## src/rtl/tlc_farm_road_monitor_if.sv

```systemverilog
// ---------------------------------------------------------------------------
// tlc_farm_road_monitor_if
// Signal bundle between the highway/farm traffic-light controller side and
// the roadside monitor.
//   master : drives detector/test requests, the six lamps and err_clr;
//            receives fm, test, phase, dwell, err, err_code.
//   slave  : the monitor itself (mirror image of master).
// Lamp bits: grn1/ylw1/red1 = highway, grn2/ylw2/red2 = farm road.
// phase encoding: 0=UNK 1=HG 2=HY 3=FG 4=FY.
// ---------------------------------------------------------------------------
interface tlc_farm_road_monitor_if;
  logic       car_det;
  logic       test_req;
  logic       grn1;
  logic       ylw1;
  logic       red1;
  logic       grn2;
  logic       ylw2;
  logic       red2;
  logic       err_clr;
  logic       fm;
  logic       test;
  logic [2:0] phase;
  logic [7:0] dwell;
  logic       err;
  logic [2:0] err_code;

  modport master (
    output car_det, test_req, grn1, ylw1, red1, grn2, ylw2, red2, err_clr,
    input  fm, test, phase, dwell, err, err_code
  );

  modport slave (
    input  car_det, test_req, grn1, ylw1, red1, grn2, ylw2, red2, err_clr,
    output fm, test, phase, dwell, err, err_code
  );
endinterface

```

## src/rtl/tlc_farm_road_monitor.sv

```systemverilog
// ---------------------------------------------------------------------------
// tlc_farm_road_monitor
// Roadside companion of the highway/farm traffic-light controller.
//  - Synchronizes the raw farm-road detector and debounces it into the
//    controller's farm-road service request (fm); fm holds until the farm
//    green lamp is seen.
//  - Synchronizes the raw test-mode request (test, 2-cycle latency).
//  - Decodes the six lamps into a signal phase, tracks how long the phase has
//    held (dwell, saturating) and flags illegal lamp patterns / sequences with
//    a sticky err plus the code of the first violation.
// Ports:
//   ck   : clock, rising edge
//   clr  : asynchronous active-high reset
//   bus  : tlc_farm_road_monitor_if.slave (inputs from the road/controller,
//          outputs fm, test, phase, dwell, err, err_code)
// Parameters:
//   DEB_CYCLES : synchronized detector-high cycles before fm asserts (1..15)
//   MIN_YLW    : minimum cycles a yellow phase must persist (1..255)
// Violation codes: 1 lamp count, 2 conflict, 3 sequence, 4 short yellow.
// Precedence within one cycle: 2 > 1 > 3 > 4.
// ---------------------------------------------------------------------------
module tlc_farm_road_monitor #(
  parameter int unsigned DEB_CYCLES = 4,
  parameter int unsigned MIN_YLW    = 3
) (
  input logic                   ck,
  input logic                   clr,
  tlc_farm_road_monitor_if.slave bus
);

  typedef enum logic [2:0] {
    PH_UNK = 3'd0,
    PH_HG  = 3'd1,
    PH_HY  = 3'd2,
    PH_FG  = 3'd3,
    PH_FY  = 3'd4
  } phase_e;

  typedef enum logic [2:0] {
    E_NONE     = 3'd0,
    E_LAMP     = 3'd1,
    E_CONFLICT = 3'd2,
    E_SEQ      = 3'd3,
    E_YLW      = 3'd4
  } err_e;

  localparam logic [3:0] DEB_W     = 4'(DEB_CYCLES);
  localparam logic [8:0] MIN_YLW_W = 9'(MIN_YLW);

  logic [1:0] car_sync;
  logic [1:0] test_sync;
  logic [3:0] dc;
  logic       fm_q;
  phase_e     phase_q;
  logic [7:0] dwell_q;
  logic       err_q;
  err_e       err_code_q;

  // Combinational lamp decode for the current cycle.
  logic   road1_ok;
  logic   road2_ok;
  logic   conflict;
  phase_e pat;
  phase_e succ;
  err_e   viol;

  // NOTE: every signal assigned in always_comb gets a default first, so no
  // path through the block leaves it unassigned and no latch is inferred.
  always_comb begin
    road1_ok = 1'b0;
    road2_ok = 1'b0;
    conflict = 1'b0;
    pat      = PH_UNK;
    succ     = PH_UNK;
    viol     = E_NONE;

    // Exactly one lamp: odd count, but not all three.
    road1_ok = (bus.grn1 ^ bus.ylw1 ^ bus.red1) & ~(bus.grn1 & bus.ylw1 & bus.red1);
    road2_ok = (bus.grn2 ^ bus.ylw2 ^ bus.red2) & ~(bus.grn2 & bus.ylw2 & bus.red2);
    // Both roads showing a go/caution lamp, regardless of any extra red.
    conflict = (bus.grn1 | bus.ylw1) & (bus.grn2 | bus.ylw2);

    if      (bus.grn1 && bus.red2) pat = PH_HG;
    else if (bus.ylw1 && bus.red2) pat = PH_HY;
    else if (bus.red1 && bus.grn2) pat = PH_FG;
    else if (bus.red1 && bus.ylw2) pat = PH_FY;

    case (phase_q)
      PH_HG:   succ = PH_HY;
      PH_HY:   succ = PH_FG;
      PH_FG:   succ = PH_FY;
      PH_FY:   succ = PH_HG;
      default: succ = PH_UNK;
    endcase

    if (conflict) begin
      viol = E_CONFLICT;
    end else if (!(road1_ok && road2_ok)) begin
      viol = E_LAMP;
    end else if (phase_q != PH_UNK && pat != PH_UNK && pat != phase_q) begin
      if (pat != succ) begin
        viol = E_SEQ;
      end else if ((phase_q == PH_HY || phase_q == PH_FY) &&
                   (({1'b0, dwell_q} + 9'd1) < MIN_YLW_W)) begin
        viol = E_YLW;
      end
    end
  end

  // Synchronizers and detector debounce.
  // NOTE: sequential state uses non-blocking assignments so every flop samples
  // the pre-edge values and the two-stage synchronizer really is two stages.
  always_ff @(posedge ck or posedge clr) begin
    if (clr) begin
      car_sync  <= 2'b00;
      test_sync <= 2'b00;
      dc        <= 4'd0;
      fm_q      <= 1'b0;
    end else begin
      car_sync  <= {car_sync[0], bus.car_det};
      test_sync <= {test_sync[0], bus.test_req};
      if (fm_q && bus.grn2) begin
        // Farm road is being served: retire the request.
        fm_q <= 1'b0;
        dc   <= 4'd0;
      end else if (!car_sync[1]) begin
        dc <= 4'd0;
      end else if (!fm_q) begin
        dc <= dc + 4'd1;
        if (dc + 4'd1 == DEB_W) fm_q <= 1'b1;
      end
    end
  end

  // Phase tracker, dwell counter and sticky error.
  // NOTE: every flop here is control state and is cleared by the async reset;
  // there is no storage array that could be left unreset.
  always_ff @(posedge ck or posedge clr) begin
    if (clr) begin
      phase_q    <= PH_UNK;
      dwell_q    <= 8'd0;
      err_q      <= 1'b0;
      err_code_q <= E_NONE;
    end else begin
      if (viol == E_LAMP || viol == E_CONFLICT) begin
        phase_q <= PH_UNK;
        dwell_q <= 8'd0;
      end else if (pat == PH_UNK || pat == phase_q) begin
        // Same phase, or an all-red clearance pattern: the phase holds.
        if (dwell_q != 8'hff) dwell_q <= dwell_q + 8'd1;
      end else begin
        // New legal pattern (accepted from UNK, or legal/illegal step).
        phase_q <= pat;
        dwell_q <= 8'd0;
      end

      if (viol != E_NONE) begin
        err_q <= 1'b1;
        // First error wins, unless this same edge is clearing the old one.
        if (!err_q || bus.err_clr) err_code_q <= viol;
      end else if (bus.err_clr) begin
        err_q      <= 1'b0;
        err_code_q <= E_NONE;
      end
    end
  end

  assign bus.fm       = fm_q;
  assign bus.test     = test_sync[1];
  assign bus.phase    = phase_q;
  assign bus.dwell    = dwell_q;
  assign bus.err      = err_q;
  assign bus.err_code = err_code_q;

endmodule

```

## src/flat_wrapper.sv

```systemverilog
// flat-port wrapper written by rule: the top's interface ports become plain ports
module tlc_farm_road_monitor_flat 
#(
  parameter int unsigned DEB_CYCLES = 4,
  parameter int unsigned MIN_YLW    = 3
)
  (ck, clr, bus_car_det, bus_test_req, bus_grn1, bus_ylw1, bus_red1, bus_grn2, bus_ylw2, bus_red2, bus_err_clr, bus_fm, bus_test, bus_phase, bus_dwell, bus_err, bus_err_code);
  tlc_farm_road_monitor_if bus_i ();
  input logic ck;
  input logic clr;
  input wire logic [$bits(bus_i.car_det)-1:0] bus_car_det;
  input wire logic [$bits(bus_i.test_req)-1:0] bus_test_req;
  input wire logic [$bits(bus_i.grn1)-1:0] bus_grn1;
  input wire logic [$bits(bus_i.ylw1)-1:0] bus_ylw1;
  input wire logic [$bits(bus_i.red1)-1:0] bus_red1;
  input wire logic [$bits(bus_i.grn2)-1:0] bus_grn2;
  input wire logic [$bits(bus_i.ylw2)-1:0] bus_ylw2;
  input wire logic [$bits(bus_i.red2)-1:0] bus_red2;
  input wire logic [$bits(bus_i.err_clr)-1:0] bus_err_clr;
  output wire logic [$bits(bus_i.fm)-1:0] bus_fm;
  output wire logic [$bits(bus_i.test)-1:0] bus_test;
  output wire logic [$bits(bus_i.phase)-1:0] bus_phase;
  output wire logic [$bits(bus_i.dwell)-1:0] bus_dwell;
  output wire logic [$bits(bus_i.err)-1:0] bus_err;
  output wire logic [$bits(bus_i.err_code)-1:0] bus_err_code;
  assign bus_i.car_det = bus_car_det;
  assign bus_i.test_req = bus_test_req;
  assign bus_i.grn1 = bus_grn1;
  assign bus_i.ylw1 = bus_ylw1;
  assign bus_i.red1 = bus_red1;
  assign bus_i.grn2 = bus_grn2;
  assign bus_i.ylw2 = bus_ylw2;
  assign bus_i.red2 = bus_red2;
  assign bus_i.err_clr = bus_err_clr;
  assign bus_fm = bus_i.fm;
  assign bus_test = bus_i.test;
  assign bus_phase = bus_i.phase;
  assign bus_dwell = bus_i.dwell;
  assign bus_err = bus_i.err;
  assign bus_err_code = bus_i.err_code;
  tlc_farm_road_monitor #(.DEB_CYCLES(DEB_CYCLES), .MIN_YLW(MIN_YLW)) u_core (.ck(ck), .clr(clr), .bus(bus_i));
endmodule
```

## config.mk

```make
export PLATFORM = sky130hd
export DESIGN_NAME = tlc_farm_road_monitor_flat
export DESIGN_NICKNAME = d
export VERILOG_FILES = /design/src/rtl/tlc_farm_road_monitor_if.sv /design/src/rtl/tlc_farm_road_monitor.sv /design/src/flat_wrapper.sv
export SDC_FILE = /design/constraint.sdc
export NUM_CORES = 1
export LEC_CHECK = 0
export CAP_MARGIN = 20
export CORE_ASPECT_RATIO = 1.75
export CORE_MARGIN = 10
export CORE_UTILIZATION = 43
export CTS_CLUSTER_DIAMETER = 30
export DETAILED_ROUTE_END_ITERATION = 12
export PLACE_DENSITY = 0.7
export SLEW_MARGIN = 20
export SYNTH_ARGS = -nofsm -noshare
export SYNTH_HDL_FRONTEND = slang
export SYNTH_SLANG_ARGS = --single-unit
```

## constraint.sdc

```tcl
create_clock -name ck -period 2.1 [get_ports ck]
set_clock_uncertainty 0.05 [all_clocks]
set_input_delay 0.42 -clock ck [delete_from_list [all_inputs] [get_ports ck]]
set_output_delay 0.42 -clock ck [all_outputs]
set_load 0.02 [all_outputs]
```

-- Word level (Yosys, flattened, before mapping)
Index checks and enable logic that the tools add are counted.
- bitwise operators: 15
- multiplexer cells: 27
- add/sub/neg operators: 3
- magnitude comparators: 1
- reductions and logical operators: 21
- equal/unequal tests: 15
- operator list (operator ; number):
    two-way mux 3 bit ; 14
    two-way mux 8 bit ; 3
    two-way mux 4 bit ; 3
    one-hot mux 3 bit (4 select lines) ; 1
    adder 8 x 1 -> 9 bit (second input constant) ; 1
    == test 3 x 2 -> 1 bit (second input constant) ; 3
    logical AND 1 bit ; 9
    < comparator 9 x 2 -> 1 bit (second input constant) ; 1
    nonzero test 3 bit ; 3
    adder 8 x 1 -> 8 bit (second input constant) ; 1
    inequality test 8 bit (second input constant) ; 1
    AND 1 bit ; 7
    == test 3 x 1 -> 1 bit (second input constant) ; 2
    two-way mux 1 bit ; 6
    inequality test 3 bit ; 2
    adder 4 x 1 -> 4 bit (second input constant) ; 1
    == test 4 x 3 -> 1 bit (second input constant) ; 1
    logical OR 1 bit ; 4
    nonzero test 2 bit ; 2
    XOR 1 bit ; 4
    == test 3 bit ; 1
    == test 3 bit (second input constant) ; 1
    logical NOT 3 bit ; 1
    inequality test 3 x 2 -> 1 bit (second input constant) ; 1
    other kinds (7) ; 9
- output and inout port bits: 17
- word-level logic and storage cells: 90
- bits in registers: 24

-- Longest topological paths before layout
- depth in word-level cells: 14
- depth in mapped cells: 11
- mapped depth without buffers: 9

-- Worst setup path after synthesis
Ideal clock, no wire load.
- path kind: input to register
- from: input bus_grn2
- to: register u_core.err_code_q[1] (netlist: u_core.bus.err_code[1])
- library setup time: 0.121 ns
- required time: 1.929 ns
- path buffers: 2
- arrival time: 2.036 ns
- stages: 11
- path slack: -0.107 ns
- cells stage by stage: buf_6 inv_1 ha_1 nor2_1 mux2_2 o21ai_1 or2_2 buf_6 a211oi_2 o21ai_1 o22a_1
- longest elaborated chain between the ends: 13
- RTL lines (element ; RTL line ; text):
    start: declaration ; flat_wrapper.sv:16 ; input wire logic [$bits(bus_i.grn2)-1:0] bus_grn2;
    logical AND 1 bit ; tlc_farm_road_monitor.sv:85 ; else if (bus.red1 && bus.grn2) pat = PH_FG;
    two-way mux 3 bit ; tlc_farm_road_monitor.sv:85 ;
    two-way mux 3 bit ; tlc_farm_road_monitor.sv:84 ; else if (bus.ylw1 && bus.red2) pat = PH_HY;
    two-way mux 3 bit ; tlc_farm_road_monitor.sv:83 ; if (bus.grn1 && bus.red2) pat = PH_HG;
    nonzero test 3 bit ; tlc_farm_road_monitor.sv:100 ; end else if (phase_q != PH_UNK && pat != PH_UNK && pat != phase_q) begin
    logical AND 1 bit (2 in a row) ; tlc_farm_road_monitor.sv:100 ;
    two-way mux 3 bit ; tlc_farm_road_monitor.sv:100 ;
    two-way mux 3 bit ; tlc_farm_road_monitor.sv:98 ; end else if (!(road1_ok && road2_ok)) begin
    two-way mux 3 bit * ; tlc_farm_road_monitor.sv:96 ; if (conflict) begin
    nonzero test 3 bit ; tlc_farm_road_monitor.sv:157 ; if (viol != E_NONE) begin
    inequality test 2 bit (no source line) or nonzero test 2 bit (tied branches) ; - ;
    AND reduction 2 bit (no source line) ; - ;
    end signal: assignment ; tlc_farm_road_monitor.sv:160 ; if (!err_q || bus.err_clr) err_code_q <= viol;
    end: declaration ; tlc_farm_road_monitor.sv:57 ; err_e err_code_q;
Every way passes the cells marked *; elsewhere a longest branch is shown, timed or not. The select of a mux whose other input is x is not followed.
A chain may end at the register's enable or synchronous reset.

-- Worst setup path after layout
- from: register u_core.phase_q[2] (netlist: u_core.bus.phase[2])
- to: register u_core.err_code_q[1] (netlist: u_core.bus.err_code[1])
- longest elaborated chain between the ends: 11
- RTL lines (element ; RTL line ; text):
    start: declaration ; tlc_farm_road_monitor.sv:54 ; phase_e phase_q;
    start signal: assignment ; tlc_farm_road_monitor.sv:153 ; phase_q <= pat;
    parallel branches: the longest is 5 deep, another holds one-hot mux 3 bit (4 select lines) ; - ;
    two-way mux 3 bit * ; tlc_farm_road_monitor.sv:100 ;
    two-way mux 3 bit * ; tlc_farm_road_monitor.sv:98 ;
    two-way mux 3 bit * ; tlc_farm_road_monitor.sv:96 ;
    nonzero test 3 bit ; tlc_farm_road_monitor.sv:157 ;
    inequality test 2 bit (no source line) or nonzero test 2 bit (tied branches) ; - ;
    AND reduction 2 bit (no source line) ; - ;
Every way passes the cells marked *. The select of a mux whose other input is x is not followed.

==> results.toml <==
[global_route]
grtUsageTotal = 0.143
grt-ovfl-total = 0
grt_max_degree = 17
grt_pass1_wl_mm = 7.87
grt_pass1_vias = 1791
antenna_found_initial = 0

[critical_path]
startpoint_type = "flop"
worstPathArrival_ns = 2.17
critPathCaptureType = "flop"
path_class = "reg -> reg"
cp.required_ns = 2.21
path_max_fanout = 12
r2r_setup_slack_ns = 0.04

[floorplanning]
fp.dieW_um = 66.5
start_util = 0.449
die_area_um2 = 6750
boundaryPins = 28
die_h_um = 101
design.core.area_um2 = 3630
num_rows = 29

[pwr]
p_per_area_nw_per_um2 = 472
ir_drop_v = 0.000350
power.leakage_nw = 1.07
p_comb_frac = 0.218
power_frac_seq = 0.432
switching_share = 0.248
p_switching_w = 0.000285
p_clk_frac = 0.350
intPower_w = 0.000861

[drt]
via_per_inst = 5.45
via_count = 1629
route.detailed.drc = 0
ant_nets = 0
dr.pass1.iters = 4
first_iter_violations = 80
wire_per_inst_um = 15.9
routed_wl_mm = 4.77

[yosys]
synth_seq_cells = 24
yosysSeqAreaShare = 0.368
synth_area_leaders = "dfrtp_1, ha_1, nor2_1"
ys_warn_count = 0
synth_area_um2 = 1630
synth-main-ff-cell = "dfrtp_1"
yosys.area.top_type_share = 0.368
synth_largest_area_cell = "dfrtp_1"
async_flop_share = 1.00
synth_enable_flop_cells = 0
syn_avg_cell_area_um2 = 9.06
syn_inst = 180
syn-num-nets = 198
ys_types = 55

[clock_network]
cts-root-buf = "clkbuf_8"
cts.htree.levels = 1
clk_path_buf_depth = 2
clock_latency_ns = 0.26
cts_sinks = 24
cts_made_buffers = 3
tritoncts = "yes"
clk_pin_slew_ns = 0.09
holdBufCountCts = 0

[layout]
drive_above_1_share = 0.348
fin_util = 0.669
diodes = 0
finalInstanceArea_um2 = 2430
final_nets = 272
area_delta_synth_final_pct = 49.0

[timing]
hold_violations = 0
layout_setup_ws_ns = 0.0375
grt_setup_unrepaired = "true"
relSlewSlack = 0.729
fin_crit_ns = 2.06
worst_slew_pin_slew_ns = 0.405
timing.fmax_mhz = 485
finalMaxSlewViolations = 0
fin_crit_sh = 0.982
finalSetupViolCount = 0

[placed_design]
dp_hpwl_mm = 3.76
dpl-instance-area_um2 = 2280
routabilityCongestion = 0.864
place_ws_ns = -0.618
io_buffers = 27

[hold_path]
hold_class = "reg -> reg"

[job]
maxCapViolations = 0

[status]
outcome = "completed"
power groups by stage:
stage | combinational (W) | sequential, W | clock (W)
floorplan | 0.000115 | 0.000511 | 0
global placement | 0.000236 | 0.000502 | 0
CTS | 0.000246 | 0.000495 | 0.000405
detailed placement | 0.000245 | 0.000504 | 0
finish | 0.000250 | 0.000495 | 0.000401
global route | 0.000273 | 0.000498 | 0.000419
flip-flops by register name, summed over array words and instances, names as in the netlist:
name,cells
u_core.bus.dwell,8
u_core.car_sync,2
u_core.bus.err_code,3
u_core.bus.err,1
u_core.bus.fm,1
u_core.dc,4
u_core.bus.phase,3
u_core.test_sync,2
path summary, 6_finish.rpt:
kind,end,depth (start not counted),from
setup / recovery,u_core.bus.err_code[1],7,u_core.bus.phase[2]
hold / removal,u_core.test_sync[1],0,u_core.test_sync[0]
setup reg to reg,u_core.bus.err_code[1],7,u_core.bus.phase[2]
hold reg to reg,u_core.test_sync[1],0,u_core.test_sync[0]
max in group asynchronous,u_core.bus.phase[0],3,clr
min in group asynchronous,u_core.bus.dwell[1],2,clr
cells by family (layout without fill, tap and decap cells):
logic type	Yosys count	count (layout)	synth area share
fa+ha+maj	7	7	0.0537
flops	24	24	0.368
buf+inv	16	89	0.0560
compound gates	48	48	0.211
simple gates	75	75	0.253
mux	3	3	0.0200
xor+xnor	7	7	0.0376
metal layers:
metal,part of all wire,track usage
met1,0.36,0.134
met2,0.58,0.284
met3,0.033,0.0232
met4,0.027,0.0600
met5,0,0
synthesized netlist by cell type (all sizes together), types with 2 or more instances:
cell type  count
nor2          16
xnor2          3
nand3          7
a311oi         3
and2           5
nand4          3
mux2           2
nand2b         4
ha             7
xor2           4
nor3b          4
o21ai         14
a21oi         11
a31o           3
nor3           4
buf            5
a21boi         2
and3           4
a211o          2
nor2b          4
clkbuf         2
inv            9
nor4           4
dfrtp         24
o31ai          2
nand2         14
a211oi         2
cells in the final DEF (no fill, tap or decap), types with 2 or more instances in the layout:
| cell type | count |
|---|---|
| and2_1 | 2 |
| ha_1 | 6 |
| nor4_1 | 3 |
| buf_2 | 3 |
| nand2_1 | 14 |
| o21ai_1 | 2 |
| and2_4 | 2 |
| inv_1 | 8 |
| a21oi_1 | 10 |
| nor3b_1 | 2 |
| o31ai_1 | 2 |
| a31o_2 | 2 |
| a21boi_0 | 2 |
| nand4_1 | 3 |
| nor3b_2 | 2 |
| nor2_1 | 16 |
| o21ai_0 | 10 |
| nor2b_1 | 3 |
| xnor2_1 | 3 |
| dfrtp_2 | 5 |
| nand2b_1 | 3 |
| clkbuf_8 | 3 |
| and3_1 | 4 |
| buf_4 | 47 |
| o21ai_2 | 2 |
| dfrtp_1 | 19 |
| nor3_1 | 4 |
| xor2_1 | 4 |
| clkdlybuf4s50_1 | 21 |
| nand3_1 | 7 |
critical path, cell delays in order (launching register included):
cell and delay [ns]:
dfrtp_2 0.50, nand2b_1 0.20, nor4_1 0.31, a41o_1 0.20, a31oi_4 0.13, a211oi_4 0.29, o21ai_2 0.08, o22a_1 0.19
final cells by class:
cell class                 instances  area (um^2)
inverter                           9         36.3
clock buffer                       3         41.3
clock inverter                     1         30.0
tap                               46         57.6
sequential                        24          607
multi-input combinational        140         1020
timing repair buffer              76          633
fill                             325         1200
timing repair:
item                       CTS  global route
setup endpoints to repair   14             4
gates cloned                 0             0
pin swaps                    8             9
buffers inserted             0             4
resized for setup           19            15
stage by stage:
step                      total power [W]  std cells  setup TNS [ns]  hold WS [ns]
after floorplan                  0.000626        180        -0.00578         0.281
after global placement           0.000738        291           -6.17         0.288
after detailed placement         0.000749        291           -7.04         0.302
after CTS                         0.00115        295               0         0.315
after global routing              0.00119        299         -0.0190         0.326
final                             0.00115        299               0         0.314
No activity file was read; power rests on OpenSTA's default activity.
